==> config.mk <==
export PLATFORM = sky130hd
export DESIGN_NAME = gbar_resolver
export DESIGN_NICKNAME = d
export VERILOG_FILES = /design/src/rtl/gbar_resolver.sv
export SDC_FILE = /design/constraint.sdc
export NUM_CORES = 1
export LEC_CHECK = 0
export CAP_MARGIN = 20
export CORE_ASPECT_RATIO = 0.75
export CORE_MARGIN = 3
export CORE_UTILIZATION = 30
export DETAILED_ROUTE_END_ITERATION = 8
export DONT_BUFFER_PORTS = 1
export HOLD_SLACK_MARGIN = 0.15
export PLACE_DENSITY_LB_ADDON = 0.2
export SETUP_SLACK_MARGIN = 0.05
export SYNTH_ARGS = -nofsm -noshare
export SYNTH_HDL_FRONTEND = slang
export SYNTH_SLANG_ARGS = --single-unit
==> constraint.sdc <==
create_clock -name clk -period 3.83 [get_ports clk]
set_input_delay 0.766 -clock clk [delete_from_list [all_inputs] [get_ports clk]]
set_output_delay 0.766 -clock clk [all_outputs]
set_load 0.005 [all_outputs]
==> src/rtl/gbar_resolver.sv <==
// Global-barrier responder: counts per-barrier core arrivals and pulses a release with the barrier ID.
// Optional GBAR_RESOLVER_PERF_EN adds release and busy-cycle performance counters.
module gbar_resolver #(
   parameter int unsigned NUM_BARRIERS = 8,
   parameter int unsigned NUM_CORES = 4,
   localparam int unsigned NB_WIDTH = (NUM_BARRIERS > 1) ? $clog2(NUM_BARRIERS) : 1,
   localparam int unsigned NC_WIDTH = (NUM_CORES > 1) ? $clog2(NUM_CORES) : 1
) (
   input  logic                clk,
   input  logic                reset,
   input  logic                req_valid,
   input  logic [NB_WIDTH-1:0] req_id,
   input  logic [NC_WIDTH-1:0] req_size_m1,
   input  logic [NC_WIDTH-1:0] req_core_id,
   output logic                req_ready,
   output logic                rsp_valid,
   output logic [NB_WIDTH-1:0] rsp_id,
   input  logic                err_clear,
   output logic                err_dup,
   output logic                err_size,
   output logic                err_range,
`ifdef GBAR_RESOLVER_PERF_EN
   output logic [31:0]         perf_releases,
   output logic [31:0]         perf_wait_cycles,
`endif
   output logic                busy
);

   localparam int unsigned CW = NC_WIDTH + 1;

   logic [NUM_CORES-1:0] mask_q  [NUM_BARRIERS];
   logic [CW-1:0]        count_q [NUM_BARRIERS];
   logic [NC_WIDTH-1:0]  size_q  [NUM_BARRIERS];

   logic                ready_q;
   logic                rsp_valid_q;
   logic [NB_WIDTH-1:0] rsp_id_q;
   logic                err_dup_q, err_size_q, err_range_q;

   logic [NUM_CORES-1:0] cur_mask;
   logic [CW-1:0]        cur_count;
   logic [NC_WIDTH-1:0]  cur_size;
   logic [NC_WIDTH-1:0]  eff_size;
   logic accept, range_bad, size_bad, dup, idle, mismatch, do_count, complete;

   // Decode the incoming arrival against the addressed barrier's state
   always_comb begin
      cur_mask  = mask_q[req_id];
      cur_count = count_q[req_id];
      cur_size  = size_q[req_id];
      accept    = req_valid && ready_q;
      range_bad = 32'(req_core_id) >= NUM_CORES;
      size_bad  = 32'(req_size_m1) >= NUM_CORES;
      dup       = range_bad ? 1'b0 : cur_mask[req_core_id];
      idle      = (cur_count == '0);
      eff_size  = idle ? req_size_m1 : cur_size;
      mismatch  = !idle && (req_size_m1 != cur_size);
      do_count  = accept && !range_bad && !size_bad && !dup;
      complete  = do_count && ((cur_count + CW'(1)) == (CW'(eff_size) + CW'(1)));
   end

   always_comb begin
      busy = 1'b0;
      for (int b = 0; b < int'(NUM_BARRIERS); b++) begin
         if (count_q[b] != '0) busy = 1'b1;
      end
   end

   // Barrier state: completion clears the episode in the same edge
   always_ff @(posedge clk or posedge reset) begin
      if (reset) begin
         for (int b = 0; b < int'(NUM_BARRIERS); b++) begin
            mask_q[b]  <= '0;
            count_q[b] <= '0;
            size_q[b]  <= '0;
         end
      end else if (do_count) begin
         if (complete) begin
            mask_q[req_id]  <= '0;
            count_q[req_id] <= '0;
         end else begin
            mask_q[req_id][req_core_id] <= 1'b1;
            count_q[req_id]             <= cur_count + CW'(1);
            if (idle) size_q[req_id] <= req_size_m1;
         end
      end
   end

   // Handshake, release pulse and sticky error flags (new error beats clear)
   always_ff @(posedge clk or posedge reset) begin
      if (reset) begin
         ready_q     <= 1'b0;
         rsp_valid_q <= 1'b0;
         rsp_id_q    <= '0;
         err_dup_q   <= 1'b0;
         err_size_q  <= 1'b0;
         err_range_q <= 1'b0;
      end else begin
         ready_q     <= 1'b1;
         rsp_valid_q <= complete;
         if (complete) rsp_id_q <= req_id;
         err_range_q <= (accept && range_bad) || (err_range_q && !err_clear);
         err_size_q  <= (accept && !range_bad && (size_bad || (!dup && mismatch)))
                        || (err_size_q && !err_clear);
         err_dup_q   <= (accept && !range_bad && !size_bad && dup) || (err_dup_q && !err_clear);
      end
   end

`ifdef GBAR_RESOLVER_PERF_EN
   logic [31:0] perf_rel_q, perf_wait_q;

   always_ff @(posedge clk or posedge reset) begin
      if (reset) begin
         perf_rel_q  <= '0;
         perf_wait_q <= '0;
      end else begin
         if (rsp_valid_q) perf_rel_q <= perf_rel_q + 32'd1;
         if (busy) perf_wait_q <= perf_wait_q + 32'd1;
      end
   end

   assign perf_releases    = perf_rel_q;
   assign perf_wait_cycles = perf_wait_q;
`endif

   assign req_ready = ready_q;
   assign rsp_valid = rsp_valid_q;
   assign rsp_id    = rsp_id_q;
   assign err_dup   = err_dup_q;
   assign err_size  = err_size_q;
   assign err_range = err_range_q;

endmodule

==> results.py <==
metrics = {
    "global_route": {
        "grt_start_max_net_pins": 73,
        "overflow": 0,
        "grt_pass1_vias": 3096,
        "track_usage_pct": 15.9,
        "grt_pass1_wl_mm": 18.8,
        "antenna_found_initial": 0,
    },
    "power_and_ir_drop": {
        "pwr-share-seq_pct": 37.2,
        "vdd_drop_max_mv": 0.248,
        "combPwrFrac_pct": 37.1,
        "p_clk_share_pct": 25.8,
        "p_int_mw": 2.44,
        "fin_total_pwr_mw": 3.70,
        "power.leakage_nw": 2.15,
        "power-per-cell-area_nw_per_um2": 753,
        "swShare_pct": 33.9,
        "power_switching_mw": 1.26,
    },
    "clocking": {
        "ctsResizeCount": 0,
        "cts_tree": "done",
        "insertion_delay_ns": 0.34,
        "cts_max_path_buffers": 2,
        "htree_levels": 3,
        "clock-sinks": 80,
        "path_clk_slew_ns": 0.07,
        "cts_buffers": 9,
        "hold_buffers": 0,
        "postCtsSetupBuffers": 0,
        "cts_root_buffer": "clkbuf_16",
    },
    "floorplan": {
        "ios": 20,
        "die_area_um2": 15700,
        "die_w_um": 144,
        "die_h_um": 109,
        "initial_core_util_pct": 30.9,
        "coreArea_um2": 13800,
        "rows": 37,
    },
    "setup_path": {
        "reg2reg_to": "size_q[10]$_DFFE_PP0P_",
        "crit_path_end_kind": "flip-flop",
        "slowest_delay_ns": 0.48,
        "slowest_stage": "mux4_2",
        "crit_start": "req_id[0]",
        "cp-start-kind": "input port",
        "path_class": "in2reg",
        "r2r_setup_slack_ns": 0.27,
        "worstPathMaxFanout": 30,
        "path_cells": "mux4_2 -> mux2i_1 -> ha_2 -> inv_2 -> nor4_4 -> nor2_1 -> ha_2 -> xnor2_1 -> or3_1 -> and4_1 -> or2_4 -> or3_4 -> mux2_2",
        "reg2reg_depth": 13,
        "path_common_cell": "ha_2",
        "critical_path_required_ns": 4.06,
        "arrival_ns": 3.84,
        "r2r_start": "count_q[1]$_DFFE_PP0P_",
    },
    "finish": {
        "nets": 407,
        "post_route_cells_drive_above_1_share_pct": 28.1,
        "fillerInstances": 1415,
        "syn_to_final_growth_pct": 15.2,
        "layoutNonFillerInstCount": 573,
        "antennaDiodeCount": 0,
    },
    "synthesis": {
        "synth-seq-area-share_pct": 46.9,
        "syn-cell-area_um2": 4270,
        "synth.distinct_cells": 54,
        "synth-edff-count": 0,
        "syn_avg_cell_area_um2": 10.9,
        "synth_cells": 390,
        "async_flop_share_pct": 100,
        "synth_flop_cell": "dfrtp_1",
        "synth_warnings": 0,
        "yosys_register_bits": 80,
        "synth_nets": 404,
    },
    "sta": {
        "tightest_slew_ns": 0.828,
        "finalSetupViolCount": 0,
        "period_share_pct": 94.5,
        "max_slew_margin_pct": 44.6,
        "drv_slew": 0,
        "setup_tns_ns": 0,
        "post-route-min-period_ns": 3.62,
        "fmax_ghz": 0.276,
        "hold_ws_ns": 0.298,
        "rsz0062_at_grt": "true",
        "finalHoldViolations": 0,
        "finalClockSkew_ns": 0.00698,
    },
    "drt": {
        "vias": 3119,
        "wl_per_cell_um": 20.3,
        "postRouteAntennaNets": 0,
        "drt_wl_total_mm": 11.6,
        "first_pass_iters": 4,
        "drt-initial-drc-count": 386,
        "via_per_inst": 5.44,
        "drc": 0,
    },
    "place": {
        "hpwl_mm": 8.08,
        "gp_congestion": 0.809,
        "io_buffers": 0,
        "dp.cells": 556,
    },
    "min_path": {
        "hold_path.class": "in2async",
    },
    "status": {
        "status": "finished, final reports clean",
    },
    "run": {
        "drv_cap": 0,
    },
}
synthesized netlist by cell type, types with 2 or more instances:
cell type	n	area (um^2)
nand2_1	15	56.3
mux2_2	45	507
a41oi_1	6	52.6
or4_1	2	15.0
o22ai_1	10	62.6
buf_2	8	40.0
nor4_1	14	87.6
nand2b_1	5	31.3
xnor2_1	3	26.3
buf_4	2	15.0
or3_1	3	18.8
ha_1	3	37.5
and4_1	2	17.5
nand3_1	15	75.1
dfrtp_1	80	2000
and3_1	3	18.8
buf_1	3	11.3
clkbuf_1	9	33.8
and2_1	8	50.1
o21ai_0	7	35.0
or2_2	3	18.8
mux4_2	5	113
nor3_1	8	40.0
nor2b_1	4	25.0
or2_1	2	12.5
a31oi_1	11	68.8
o21a_1	11	82.6
a41o_1	2	20.0
a21o_1	2	15.0
or4_4	2	22.5
mux2i_1	18	180
buf_6	3	33.8
nor3b_1	4	30.0
a31o_2	4	35.0
a21oi_1	2	10.0
nor2_1	34	128
xor2_1	3	26.3
inv_1	12	45.0
a22o_1	2	17.5
worst max path at each step:
| stage | endpoint |
|---|---|
| after floorplan | size_q[10]$_DFFE_PP0P_ |
| after global placement | size_q[3]$_DFFE_PP0P_ |
| after detailed placement | size_q[10]$_DFFE_PP0P_ |
| after CTS | size_q[10]$_DFFE_PP0P_ |
| after global routing | size_q[10]$_DFFE_PP0P_ |
| final | size_q[10]$_DFFE_PP0P_ |
metrics by stage:
stage                     worst slack, ns  utilization, %  area (um^2)
after floorplan                    -0.305               -         4400
after global placement            -0.0311            33.1         4560
after detailed placement           -0.115            33.1         4560
after CTS                           0.251            35.4         4880
after global routing               0.0371            35.6         4910
final                               0.211            35.6         4910
metal layers:
metal  part of all wire [%]  GRT usage, %
met4                    1.3          4.64
met1                     51          24.7
met2                     40          21.1
met3                    6.9          4.26
met5                      0             0
logic make-up (layout without fill, tap and decap cells):
family	Yosys count	in the layout	share of synthesized area (%)
simple gates	127	127	16.0
flops	80	80	46.9
mux	70	70	19.3
compound gates	65	65	11.2
buf+inv	38	46	4.31
xor+xnor	6	6	1.23
fa+ha+maj	3	3	0.880
other cells	1	1	0.0879
power by group through the flow:
| stage | Clock (mW) | Combinational [mW] | Sequential [mW] |
|---|---|---|---|
| after floorplan | 0 | 1.06 | 1.31 |
| after detailed placement | 0 | 1.36 | 1.39 |
| after global placement | 0 | 1.35 | 1.39 |
| after global routing | 0.999 | 1.53 | 1.42 |
| final | 0.953 | 1.37 | 1.37 |
| after CTS | 0.968 | 1.37 | 1.38 |
placed cells by master (no fill, tap or decap), drive strengths merged, types with 4 or more instances in the layout:
cell type	Yosys	routed
nand2b	5	5
or2	5	5
nor2b	4	4
o21ai	7	7
o21a	11	11
inv	12	12
nand2	15	15
and2	8	8
nor3b	4	4
clkbuf	10	10
dfrtp	80	80
mux2i	18	18
mux4	5	5
a31oi	11	11
buf	16	18
o22ai	10	10
or4	4	4
nor4	14	14
mux2	47	47
nor2	34	34
a41oi	6	6
nand3	15	15
a31o	4	4
nor3	8	8
critical path: cells and delay by family:
kind | cells | cell delay [ns]
simple gates | 6 | 1.50
mux | 3 | 0.97
fa+ha+maj | 2 | 0.40
xor+xnor | 1 | 0.12
buf+inv | 1 | 0.05
area by class of cell:
cell class	count	area, um^2	share of cell area, %
tap	175	219	4.46
sequential	80	2000	40.7
timing repair buffer	18	148	3.00
multi-input combinational	272	2180	44.3
inverter	12	46.3	0.942
clock inverter	6	92.6	1.88
clock buffer	10	229	4.66
registers in the layout, summed over array words and instances (netlist names):
name	count
req_ready	1
size_q	16
count_q	24
err_range	1
err_dup	1
mask_q	32
rsp_id	3
rsp_valid	1
err_size	1
(Power assumes the default switching activity.)
